===== src/rtl/rs_pkg.sv =====
// ---------------------------------------------------------------------------
// rs_pkg -- shared definitions for the reservation stations.
//   label_width() : width of a producer label for a station of given depth
//   NULL_LABEL    : label value meaning "operand value already present"
//   *_STATION_ID  : ids of the ALU and MUL stations (never 0)
// ---------------------------------------------------------------------------
package rs_pkg;

    localparam int NULL_LABEL     = 0;
    localparam int ALU_STATION_ID = 1;
    localparam int MUL_STATION_ID = 2;

    // label = {station id, entry index}
    function automatic int label_width(input int station_w, input int depth);
        return station_w + $clog2(depth);
    endfunction

endpackage


===== src/rtl/rs_issue_pick.sv =====
// ---------------------------------------------------------------------------
// rs_issue_pick -- selects one ready entry of a reservation station.
//   ready : per-entry ready vector
//   age   : (only with RS_AGE_ORDER_EN) age[r][c]=1 means entry c is older
//           than entry r
//   grant : one-hot grant, idx : index of granted entry, valid : any grant
// Build option RS_AGE_ORDER_EN: pick the oldest ready entry; otherwise the
// lowest-index ready entry.
// ---------------------------------------------------------------------------
module rs_issue_pick
    import rs_pkg::*;
#(
    parameter  int DEPTH = 4,
    localparam int IDX_W = $clog2(DEPTH)
) (
    input  logic [DEPTH-1:0]            ready,
`ifdef RS_AGE_ORDER_EN
    input  logic [DEPTH-1:0][DEPTH-1:0] age,
`endif
    output logic [DEPTH-1:0]            grant,
    output logic [IDX_W-1:0]            idx,
    output logic                        valid
);

    logic [DEPTH-1:0] cand;

`ifdef RS_AGE_ORDER_EN
    // An entry is a candidate when no ready entry is older than it.
    for (genvar gi = 0; gi < DEPTH; gi++) begin : gen_cand
        assign cand[gi] = ready[gi] & ~|(age[gi] & ready);
    end
`else
    assign cand = ready;
`endif

    // Lowest-index candidate; keeps the grant strictly one-hot.
    always_comb begin
        grant = '0;
        idx   = '0;
        valid = 1'b0;
        for (int i = 0; i < DEPTH; i++) begin
            if (cand[i] && !valid) begin
                grant[i] = 1'b1;
                idx      = IDX_W'(i);
                valid    = 1'b1;
            end
        end
    end

endmodule


===== src/rtl/age_res_station.sv =====
// ---------------------------------------------------------------------------
// age_res_station -- Tomasulo reservation station with DEPTH entries.
// Holds renamed instructions, snoops the CDB for missing operands and
// presents one ready entry per cycle to its functional unit. An issued entry
// stays busy until its own label is broadcast on the CDB.
//
// Ports:
//   clk, nRST (async, active-low)
//   WEN, opCode, dataIn1/2, label1/2 : insert from CU (label 0 = value valid)
//   BCEN, BClabel, BCdata            : CDB broadcast
//   EXEable                          : functional unit accepts an issue
//   flush                            : kill all entries
//   OutEn, opOut, dataOut1/2, ready_labelOut : presented ready entry
//   writeable_labelOut               : label the next insert will take
//   isFull, count                    : occupancy
//
// Build option RS_AGE_ORDER_EN: issue the oldest ready entry (age matrix);
// undefined: issue the lowest-index ready entry.
// ---------------------------------------------------------------------------
module age_res_station
    import rs_pkg::*;
#(
    parameter  int DEPTH      = 4,
    parameter  int DATA_W     = 32,
    parameter  int OP_W       = 3,
    parameter  int STATION_W  = 2,
    parameter  int STATION_ID = ALU_STATION_ID,
    localparam int IDX_W      = $clog2(DEPTH),
    localparam int LABEL_W    = label_width(STATION_W, DEPTH)
) (
    input  logic               clk,
    input  logic               nRST,
    input  logic               WEN,
    input  logic [OP_W-1:0]    opCode,
    input  logic [DATA_W-1:0]  dataIn1,
    input  logic [DATA_W-1:0]  dataIn2,
    input  logic [LABEL_W-1:0] label1,
    input  logic [LABEL_W-1:0] label2,
    input  logic               BCEN,
    input  logic [LABEL_W-1:0] BClabel,
    input  logic [DATA_W-1:0]  BCdata,
    input  logic               EXEable,
    input  logic               flush,
    output logic [OP_W-1:0]    opOut,
    output logic [DATA_W-1:0]  dataOut1,
    output logic [DATA_W-1:0]  dataOut2,
    output logic               OutEn,
    output logic [LABEL_W-1:0] ready_labelOut,
    output logic [LABEL_W-1:0] writeable_labelOut,
    output logic               isFull,
    output logic [IDX_W:0]     count
);

    localparam logic [STATION_W-1:0] SID = STATION_W'(STATION_ID);

    logic [DEPTH-1:0]   busy_reg, busy_next;
    logic [DEPTH-1:0]   issued_reg, issued_next;
    logic [DEPTH-1:0]   ready;

    logic [OP_W-1:0]    op_arr [DEPTH];
    logic [LABEL_W-1:0] qj_arr [DEPTH];
    logic [LABEL_W-1:0] qk_arr [DEPTH];
    logic [DATA_W-1:0]  vj_arr [DEPTH];
    logic [DATA_W-1:0]  vk_arr [DEPTH];

    logic [IDX_W-1:0]   slot_idx;
    logic [IDX_W:0]     count_val;
    logic               full;
    logic               do_insert;
    logic               snoop_valid;
    logic               free_hit;
    logic [IDX_W-1:0]   free_idx;
    logic               do_issue;

    logic [DEPTH-1:0]   pick_grant;
    logic [IDX_W-1:0]   pick_idx;
    logic               pick_valid;

    // ------------------------------------------------------------------
    // Insert slot: lowest-index free entry (0 when full).
    // ------------------------------------------------------------------
    always_comb begin
        slot_idx = '0;
        for (int i = DEPTH - 1; i >= 0; i--) begin
            if (!busy_reg[i]) slot_idx = IDX_W'(i);
        end
    end

    always_comb begin
        count_val = '0;
        for (int i = 0; i < DEPTH; i++) begin
            count_val = count_val + {{IDX_W{1'b0}}, busy_reg[i]};
        end
    end

    assign full        = &busy_reg;
    assign do_insert   = WEN & ~full & ~flush;
    assign snoop_valid = BCEN & (BClabel != LABEL_W'(NULL_LABEL));
    assign free_hit    = snoop_valid & (BClabel[LABEL_W-1:IDX_W] == SID);
    assign free_idx    = BClabel[IDX_W-1:0];
    assign do_issue    = pick_valid & EXEable;

    // ------------------------------------------------------------------
    // Per-entry payload and ready detection. Payload is not reset: it is
    // only observed while the entry is busy, and insert overwrites it.
    // ------------------------------------------------------------------
    for (genvar gi = 0; gi < DEPTH; gi++) begin : gen_entry
        logic [OP_W-1:0]    op_reg;
        logic [LABEL_W-1:0] qj_reg, qk_reg;
        logic [DATA_W-1:0]  vj_reg, vk_reg;

        always_ff @(posedge clk) begin
            if (do_insert && slot_idx == IDX_W'(gi)) begin
                op_reg <= opCode;
                // An operand whose producer broadcasts this very cycle is
                // captured directly from the CDB.
                if (snoop_valid && label1 == BClabel) begin
                    qj_reg <= '0;
                    vj_reg <= BCdata;
                end else begin
                    qj_reg <= label1;
                    vj_reg <= dataIn1;
                end
                if (snoop_valid && label2 == BClabel) begin
                    qk_reg <= '0;
                    vk_reg <= BCdata;
                end else begin
                    qk_reg <= label2;
                    vk_reg <= dataIn2;
                end
            end else if (snoop_valid && busy_reg[gi]) begin
                if (qj_reg == BClabel) begin
                    qj_reg <= '0;
                    vj_reg <= BCdata;
                end
                if (qk_reg == BClabel) begin
                    qk_reg <= '0;
                    vk_reg <= BCdata;
                end
            end
        end

        assign op_arr[gi] = op_reg;
        assign qj_arr[gi] = qj_reg;
        assign qk_arr[gi] = qk_reg;
        assign vj_arr[gi] = vj_reg;
        assign vk_arr[gi] = vk_reg;

        assign ready[gi] = busy_reg[gi] & ~issued_reg[gi] &
                           (qj_reg == '0) & (qk_reg == '0);
    end

    // ------------------------------------------------------------------
    // Busy / Issued bookkeeping. Freeing only touches a busy entry, and the
    // insert slot is always a non-busy one, so the two never collide.
    // ------------------------------------------------------------------
    always_comb begin
        busy_next   = busy_reg;
        issued_next = issued_reg;
        if (flush) begin
            busy_next   = '0;
            issued_next = '0;
        end else begin
            if (do_issue) issued_next = issued_reg | pick_grant;
            if (free_hit && busy_reg[free_idx]) begin
                busy_next[free_idx]   = 1'b0;
                issued_next[free_idx] = 1'b0;
            end
            if (do_insert) begin
                busy_next[slot_idx]   = 1'b1;
                issued_next[slot_idx] = 1'b0;
            end
        end
    end

    always_ff @(posedge clk or negedge nRST) begin
        if (!nRST) begin
            busy_reg   <= '0;
            issued_reg <= '0;
        end else begin
            busy_reg   <= busy_next;
            issued_reg <= issued_next;
        end
    end

`ifdef RS_AGE_ORDER_EN
    // ------------------------------------------------------------------
    // Age matrix: age_reg[r][c]=1 means entry c is older than entry r.
    // Inserting into slot s writes row s with the current busy vector and
    // clears column s, so a recycled slot is never seen as older than
    // entries that were already waiting.
    // ------------------------------------------------------------------
    logic [DEPTH-1:0][DEPTH-1:0] age_reg;

    always_ff @(posedge clk or negedge nRST) begin
        if (!nRST) begin
            age_reg <= '0;
        end else if (do_insert) begin
            for (int r = 0; r < DEPTH; r++) begin
                if (IDX_W'(r) == slot_idx) age_reg[r] <= busy_reg;
                else                      age_reg[r][slot_idx] <= 1'b0;
            end
        end
    end
`endif

    rs_issue_pick #(
        .DEPTH (DEPTH)
    ) u_pick (
        .ready (ready),
`ifdef RS_AGE_ORDER_EN
        .age   (age_reg),
`endif
        .grant (pick_grant),
        .idx   (pick_idx),
        .valid (pick_valid)
    );

    // ------------------------------------------------------------------
    // Outputs (combinational from registered state)
    // ------------------------------------------------------------------
    assign OutEn              = pick_valid;
    assign opOut              = pick_valid ? op_arr[pick_idx] : '0;
    assign dataOut1           = pick_valid ? vj_arr[pick_idx] : '0;
    assign dataOut2           = pick_valid ? vk_arr[pick_idx] : '0;
    assign ready_labelOut     = {SID, (pick_valid ? pick_idx : IDX_W'(0))};
    assign writeable_labelOut = {SID, slot_idx};
    assign isFull             = full;
    assign count              = count_val;

endmodule

===== config.mk =====
export PLATFORM = sky130hd
export DESIGN_NAME = age_res_station
export DESIGN_NICKNAME = d
export VERILOG_FILES = /design/src/rtl/rs_pkg.sv /design/src/rtl/rs_issue_pick.sv /design/src/rtl/age_res_station.sv
export SDC_FILE = /design/constraint.sdc
export NUM_CORES = 1
export LEC_CHECK = 0
export ABC_AREA = 1
export BUFFER_PORTS_ARGS = -buffer_cell sky130_fd_sc_hd__buf_2
export CAP_MARGIN = 25
export CELL_PAD_IN_SITES_DETAIL_PLACEMENT = 2
export CELL_PAD_IN_SITES_GLOBAL_PLACEMENT = 2
export CORE_MARGIN = 2
export CORE_UTILIZATION = 36
export CTS_CLUSTER_SIZE = 14
export DETAILED_ROUTE_END_ITERATION = 7
export GPL_TIMING_DRIVEN = 0
export PLACE_DENSITY = 0.87
export SLEW_MARGIN = 20
export SYNTH_ARGS = -nofsm -noshare
export SYNTH_HDL_FRONTEND = slang
export SYNTH_HIERARCHICAL = 1
export SYNTH_SLANG_ARGS = --single-unit

===== constraint.sdc =====
create_clock -name clk -period 4.4 [get_ports clk]
set_input_delay 0.44 -clock clk [delete_from_list [all_inputs] [get_ports clk]]
set_output_delay 0.44 -clock clk [all_outputs]
set_load 0.005 [all_outputs]

Word level (Yosys, flattened, before mapping)
Index checks and enable logic that the tools add are counted.
- bitwise gates (word level): 31
- div/mod/pow operators: 0
- multipliers: 0
- multiplexer cells: 95
- shift-type cells: 0
- magnitude comparators: 5
- reduce and logical (&&, ||, !) cells: 50
- add/subtract/negate cells: 3
- eq/ne operators: 14
- operator list (kind ; number):
    32-bit two-way mux ; 32
    4-bit two-way mux ; 36
    32-bit binary-select mux with 2-bit select ; 2
    4-bit == test ; 10
    4-bit logical NOT ; 8
    2-bit nonzero test ; 12
    1-bit AND ; 17
    1-bit logical AND ; 16
    2-bit AND reduction ; 8
    2-bit two-way mux ; 7
    4-bit AND ; 3
    1-bit two-way mux ; 11
    3-bit two-way mux ; 3
    4-bit inverter ; 2
    4-bit bitwise OR ; 2
    3-bit binary-select mux with 2-bit select ; 1
    2-bit by 3-bit less-than comparator with 1-bit output (second input constant) ; 2
    1-bit inverter ; 6
    1-bit demux with 2-bit select ; 2
    2-bit by 1-bit == test with 1-bit output (second input constant) ; 2
    2-bit == test (second input constant) ; 2
    2-bit by 1-bit >= comparator with 1-bit output (second input constant) ; 2
    4-bit AND reduction ; 1
    4-bit nonzero test ; 1
    other kinds (8) ; 10
- flip-flop bits (word level): 308
- memory bits (read-only): 0
- memory bits (writable): 0
- word-level logic and storage cells: 220
- bits in latches: 0
- input port bits: 117
- memories kept: 0

Depth between registers and ports, before layout
- depth in word-level cells: 23
- mapped depth: 13

Modules after synthesis
Netlist, hierarchy kept.
- modules (own cells, without submodules) (module ; area an instance (µm²) ; cells an instance ; instances ; sequential area each (µm²)):
    age_res_station ; 17299.1 ; 2016 ; 1 ; 9208.8
    rs_issue_pick ; 62.6 ; 13 ; 1 ; 0.0

Worst setup path after synthesis
No wires, ideal clock.
- path kind: input port to flip-flop
- start point: input port BClabel[1]
- end point: register gen_entry[1].qj_reg[0] (enable)
- library setup time: 0.479 ns
- stages on the path: 8
- buffers on the path: 2
- required time: 3.921 ns
- data arrival time: 3.781 ns
- path slack: 0.140 ns
- cell sequence: buf_4 -> nor2_1 -> a21oi_4 -> buf_6 -> inv_1 -> nor2_1 -> inv_1 -> o21ai_0
- word-level cells in the longest chain between the ends: 5
- ends and longest elaborated chain (item ; line ; RTL):
    start: declaration ; age_res_station.sv:40 ; input logic [LABEL_W-1:0] BClabel,
    4-bit nonzero test ; age_res_station.sv:98 ; assign snoop_valid = BCEN & (BClabel != LABEL_W'(NULL_LABEL));
    1-bit AND ; age_res_station.sv:98 ;
    1-bit logical AND ; age_res_station.sv:131 ; end else if (snoop_valid && busy_reg[gi]) begin
    2-bit nonzero test (no source line) ; - ;
    2-bit AND reduction (no source line) (*) ; - ;
    end signal: assignment ; age_res_station.sv:121 ; qj_reg <= label1;
    end: declaration ; age_res_station.sv:109 ; logic [LABEL_W-1:0] qj_reg, qk_reg;
Mark *: on every way between the ends. The rest lies on a longest branch, timed or not.
A chain may end at the register's enable or synchronous reset.

Worst setup path after layout
- start point: register gen_entry[0].qj_reg[0]
- end point: output port dataOut1[1]
- word-level cells in the longest chain between the ends: 18
- ends and longest elaborated chain (item ; line ; RTL):
    start: declaration ; age_res_station.sv:109 ;
    start signal: assignment ; age_res_station.sv:121 ;
    4-bit logical NOT (*) ; age_res_station.sv:150 ; (qj_reg == '0) & (qk_reg == '0);
    1-bit AND (*) ; age_res_station.sv:149 ; assign ready[gi] = busy_reg[gi] & ~issued_reg[gi] &
    1-bit AND (*) ; age_res_station.sv:150 ;
    named net ready[0] ; age_res_station.sv:58 ; logic [DEPTH-1:0] ready;
    1-bit two-way mux (*) ; rs_issue_pick.sv:42 ; if (cand[i] && !valid) begin
    1-bit logical NOT ; rs_issue_pick.sv:42 ;
    1-bit logical AND ; rs_issue_pick.sv:42 ;
    1-bit two-way mux ; rs_issue_pick.sv:42 ;
    [3 not listed] ; - ;
    1-bit logical NOT ; rs_issue_pick.sv:42 ;
    1-bit logical AND ; rs_issue_pick.sv:42 ;
    2-bit two-way mux (*) ; rs_issue_pick.sv:42 ;
    named net pick_idx[0] ; age_res_station.sv:76 ; logic [IDX_W-1:0] pick_idx;
    2-bit inverter with 3-bit output (not written as such) (*) ; age_res_station.sv:224 ; assign dataOut1 = pick_valid ? vj_arr[pick_idx] : '0;
    32-bit binary-select mux with 2-bit select (*) ; age_res_station.sv:224 ;
    32-bit two-way mux (not written as such) (*) (2 in a row) ; age_res_station.sv:224 ;
    32-bit two-way mux (*) ; age_res_station.sv:224 ;
    end: declaration ; age_res_station.sv:45 ; output logic [DATA_W-1:0] dataOut1,
The timed path passes the listed nets; every way through them passes the cells marked *. The select of a mux whose other input is x is not followed.

==> impl_metrics.csv <==
group,metric,value,unit
power,worst_ir_drop_vdd,0.210,mV
synthesis,synthAdderAreaFrac,0.00332,
run,max_cap_violations,0,
route,route.antenna.remaining_nets,0,
global_route,via_count_of_the_first_global_routing_pass,18886,
setup_path,ff2ff_path_depth,7,
power,seq_power_share,0.475,
timing,fmax,230,MHz
cells_and_area,drive_gt1_frac,0.184,
route,drc_errors,0,
synthesis,ys_warn_count,6,
power,power_frac_comb,0.110,
route,dr.pass1.iters,7,
clock_tree,cts_max_level,2,
timing,worstMarginPinSlew,0.963,ns
timing,rsz0062_at_grt,"true",
timing,layout_worst_path_cycle_share,0.988,
hold_path,timing.hold.worst_path_depth,2,
floorplanning,design.core.area,47600,um2
setup_path,critical_path_max_stage_delay,0.67,ns
synthesis,xor_and_xnor_fraction_of_the_mapped_netlist_area,0.0161,
setup_path,critical_path_at,3.91,ns
setup_path,crit_type,"flop to primary output",
global_route,grt_overflow_total,0,
timing,slew_viol_final,0,
setup_path,ff2ff_setup_slack,1.50,ns
setup_path,worst-path-buf-inv,4,
floorplanning,core.rowCount,80,
timing,setup-violations-final,0,
timing,fin_setup_tns,0,ns
cells_and_area,fillCellCount,5316,
synthesis,synth-simple-area-share,0.316,
timing,whs,0.126,ns
clock_tree,ctsRootBufferMaster,"clkbuf_16",
timing,worst_slack,0.0536,ns
synthesis,synthTopCellsByArea,"edfxtp_1, nand2_1, nand3_1",
cells_and_area,areaGrowthSynthToFinish,18.0,%
clock_tree,clock_latency_on_the_worst_skew_pair,0.55,ns
setup_path,critical_path.cell_chain,"nor4_1 > and3_1 > nor2_2 > nand3_1 > nand2_1 > buf_2 > inv_2 > clkbuf_1 > o21ai_0 > a21oi_1 > buf_2",
clock_tree,cts_tree,"yes",
placement,place.gp.congestion,0.869,
synthesis,synth.top_cell.area_share,0.519,
floorplanning,design.portCount,197,
setup_path,worst-path-max-fanout,10,
clock_tree,cts.reportedPaths.clkPinSlew,0.06,ns
floorplanning,area_enclosed_by_the_die_boundary,50000,um2
placement,dp_cells,2844,
setup_path,r2r_start,"busy_reg[1]$_DFF_PN0_",
timing,finalClockSkew,0.0190,ns
setup_path,worstSetupStartpointType,"flop",
placement,placedInstanceArea,19400,um2
synthesis,postSynthRegisterBits,308,
synthesis,synthesis.area_per_instance,8.56,um2
power,switching_fraction,0.269,
global_route,grt_usage,0.326,
cells_and_area,ff_latch_area,9210,um2
hold_path,worst_hold_path.endpoint,"busy_reg[1]$_DFF_PN0_",
synthesis,proportion_of_synthesized_chip_area_in_sequential_cells,0.530,
setup_path,worstReg2RegEnd,"gen_entry[0].vk_reg[18]$_DFFE_PP_",
power,power.static_leakage,8.89,nW
outcome,status,"finished, final reports clean",
synthesis,synth_mux_area_frac,0,
clock_tree,number_of_clock_sinks_seen_by_cts,308,
synthesis,synth_compound_gate_area_share,0.0638,
setup_path,crit_required,3.96,ns
floorplanning,fp.dieW,224,um
synthesis,post_synth_num_cell_types,37,
floorplanning,die_height,224,um
global_route,initial_antenna_violation_count,3,
setup_path,worst_path_dominant_cell_family,"buffers and inverters",
route,routed_via_density,5.89,
placement,post-dp-hpwl,57300,um
synthesis,netlist.top_cell.by_area,"edfxtp_1",
cells_and_area,postLayoutCellArea,20500,um2
clock_tree,cts-buffers-inserted,37,
floorplanning,floorplan.initialDensity,0.364,
synthesis,cell_count_after_synthesis,2029,
timing,relSlewSlack,0.358,
clock_tree,clock_tree.buffer_depth,3,
power,power.total,6.97,mW
hold_path,worstHoldStart,"flush",
power,cellInternalPower,5.10,mW
cells_and_area,area_taken_by_multi_input_logic_gates,7020,um2
power,clkPwrFrac,0.414,
power,powerDensity,340,nW/um2
cells_and_area,nNetsFinal,2390,
power,switchingPower,1.87,mW
timing,hold_viol_final,0,
setup_path,critical_path.most_common_cell,"buf_2",
cells_and_area,insertedDiodeCount,0,
global_route,pin_count_of_the_biggest_net_entering_global_routing,37,
clock_tree,cts_setup_buffers,0,
synthesis,synth_top_family_by_area,"simple AND/OR/NAND/NOR gates",
route,dr.first_iter.drc_count,1240,
route,detail_route.wl_per_cell,28.4,um
route,number_of_vias_after_detailed_routing,17107,
global_route,first_pass_grt_wire_length,120000,um
cells_and_area,fin_util,0.430,
synthesis,synth.cell_area,17400,um2
cells_and_area,finalNonFillerCells,2905,
placement,place.port_buffers,190,
route,finalWirelength,82500,um
hold_path,min-delay-path-class,"input pin to flop",
setup_path,cp_slowest_cell,"clkbuf_1",
setup_path,crit_path_end_kind,"primary output",
placement,dp_slack,0.546,ns
timing,layout_min_cycle_time,4.35,ns
synth_stat cells:
cell        n
buf_1      17
nand2_1   493
buf_4      17
buf_2      45
nand3_4     2
nand4_1    37
xor2_1      8
edfxtp_1  300
nor3_2      1
buf_6       9
xnor2_1    24
nand3_2     2
nand4_2    29
inv_1     131
clkbuf_1   42
nor2_1    325
inv_2       9
o21ai_1     2
dfrtp_1     8
conb_1      2
fa_1        1
buf_8       1
nor3_1      1
a21oi_4     1
nand3b_1    1
nor2_2      1
nor2_4      4
nand2_2    17
a31oi_1     1
ha_1        3
nand3_1   259
a21oi_1    72
nor4_1      8
a21oi_2     1
o21ai_0   141
and3_1      4
nand4_4    10
timing repair:
| item | 4_1_cts | 5_1_grt |
|---|---|---|
| hold buffers | 1 | 0 |
| endpoints found under the hold margin | 8 | 0 |
| setup endpoints to repair | 24 | 26 |
| pin swaps | 0 | 0 |
| gates resized for setup | 8 | 15 |
routing by layer:
metal  track usage  vias to the layer above  wire length, um
met5             0                        -               44
li1              -                     7328                -
met3        0.0641                      264             6210
met1         0.389                     8664            31600
met2         0.555                      845            39900
met4         0.180                        6             4720
cells by family after synthesis:
group                    after synthesis
AO/OA/AOI/OAI                        218
XOR/XNOR                              32
adder cells (fa/ha/maj)                4
buffers and inverters                271
flip-flops                           308
other                                  2
AND/OR/NAND/NOR                     1194
worst max-delay path by stage:
stage	slack (ns)	end	start	cells past startpoint
global route	-0.007	dataOut2[19]	busy_reg[1]$_DFF_PN0_	14
global placement	-3.06	gen_entry[1].vj_reg[15]$_DFFE_PP_	BClabel[0]	8
detailed placement	0.55	dataOut2[30]	busy_reg[1]$_DFF_PN0_	13
floorplan	0.14	gen_entry[1].qj_reg[0]$_SDFFCE_PN0P_	BClabel[1]	8
CTS	0.02	dataOut2[27]	busy_reg[1]$_DFF_PN0_	13
finish	0.05	dataOut1[1]	gen_entry[0].qj_reg[0]$_SDFFCE_PN0P_	11
cell type report:
cell class / instances / area share
flip-flops and latches: 308 / 0.450
clock inverters: 19 / 0.00562
multi-input cells: 1452 / 0.343
repair buffers: 199 / 0.0577
inverters: 140 / 0.0257
well taps: 615 / 0.0376
clock buffers: 41 / 0.0464
plain buffers: 131 / 0.0348
cells in the final DEF (no fill, tap or decap), drive strengths merged, types with 8 or more instances in the layout:
master  Yosys  final
dfrtp       8      8
xnor2      24     24
xor2        8      8
nand4      76     76
o21ai     143    143
a21oi      74     74
inv       140    141
nor4        8      8
clkinv      0     16
clkbuf     42     88
nand2     510    510
buf        89    282
nor2      330    330
edfxtp    300    300
nand3     263    263
power by group through the flow:
stage | Clock (mW) | Combinational (mW) | Sequential, mW
global route | 2.98 | 0.819 | 3.31
global placement | 0 | 0.677 | 3.37
finish | 2.89 | 0.769 | 3.31
floorplan | 0 | 0.417 | 3.37
CTS | 2.88 | 0.755 | 3.31
detailed placement | 0 | 0.738 | 3.37
No activity file was read; power rests on OpenSTA's default activity.
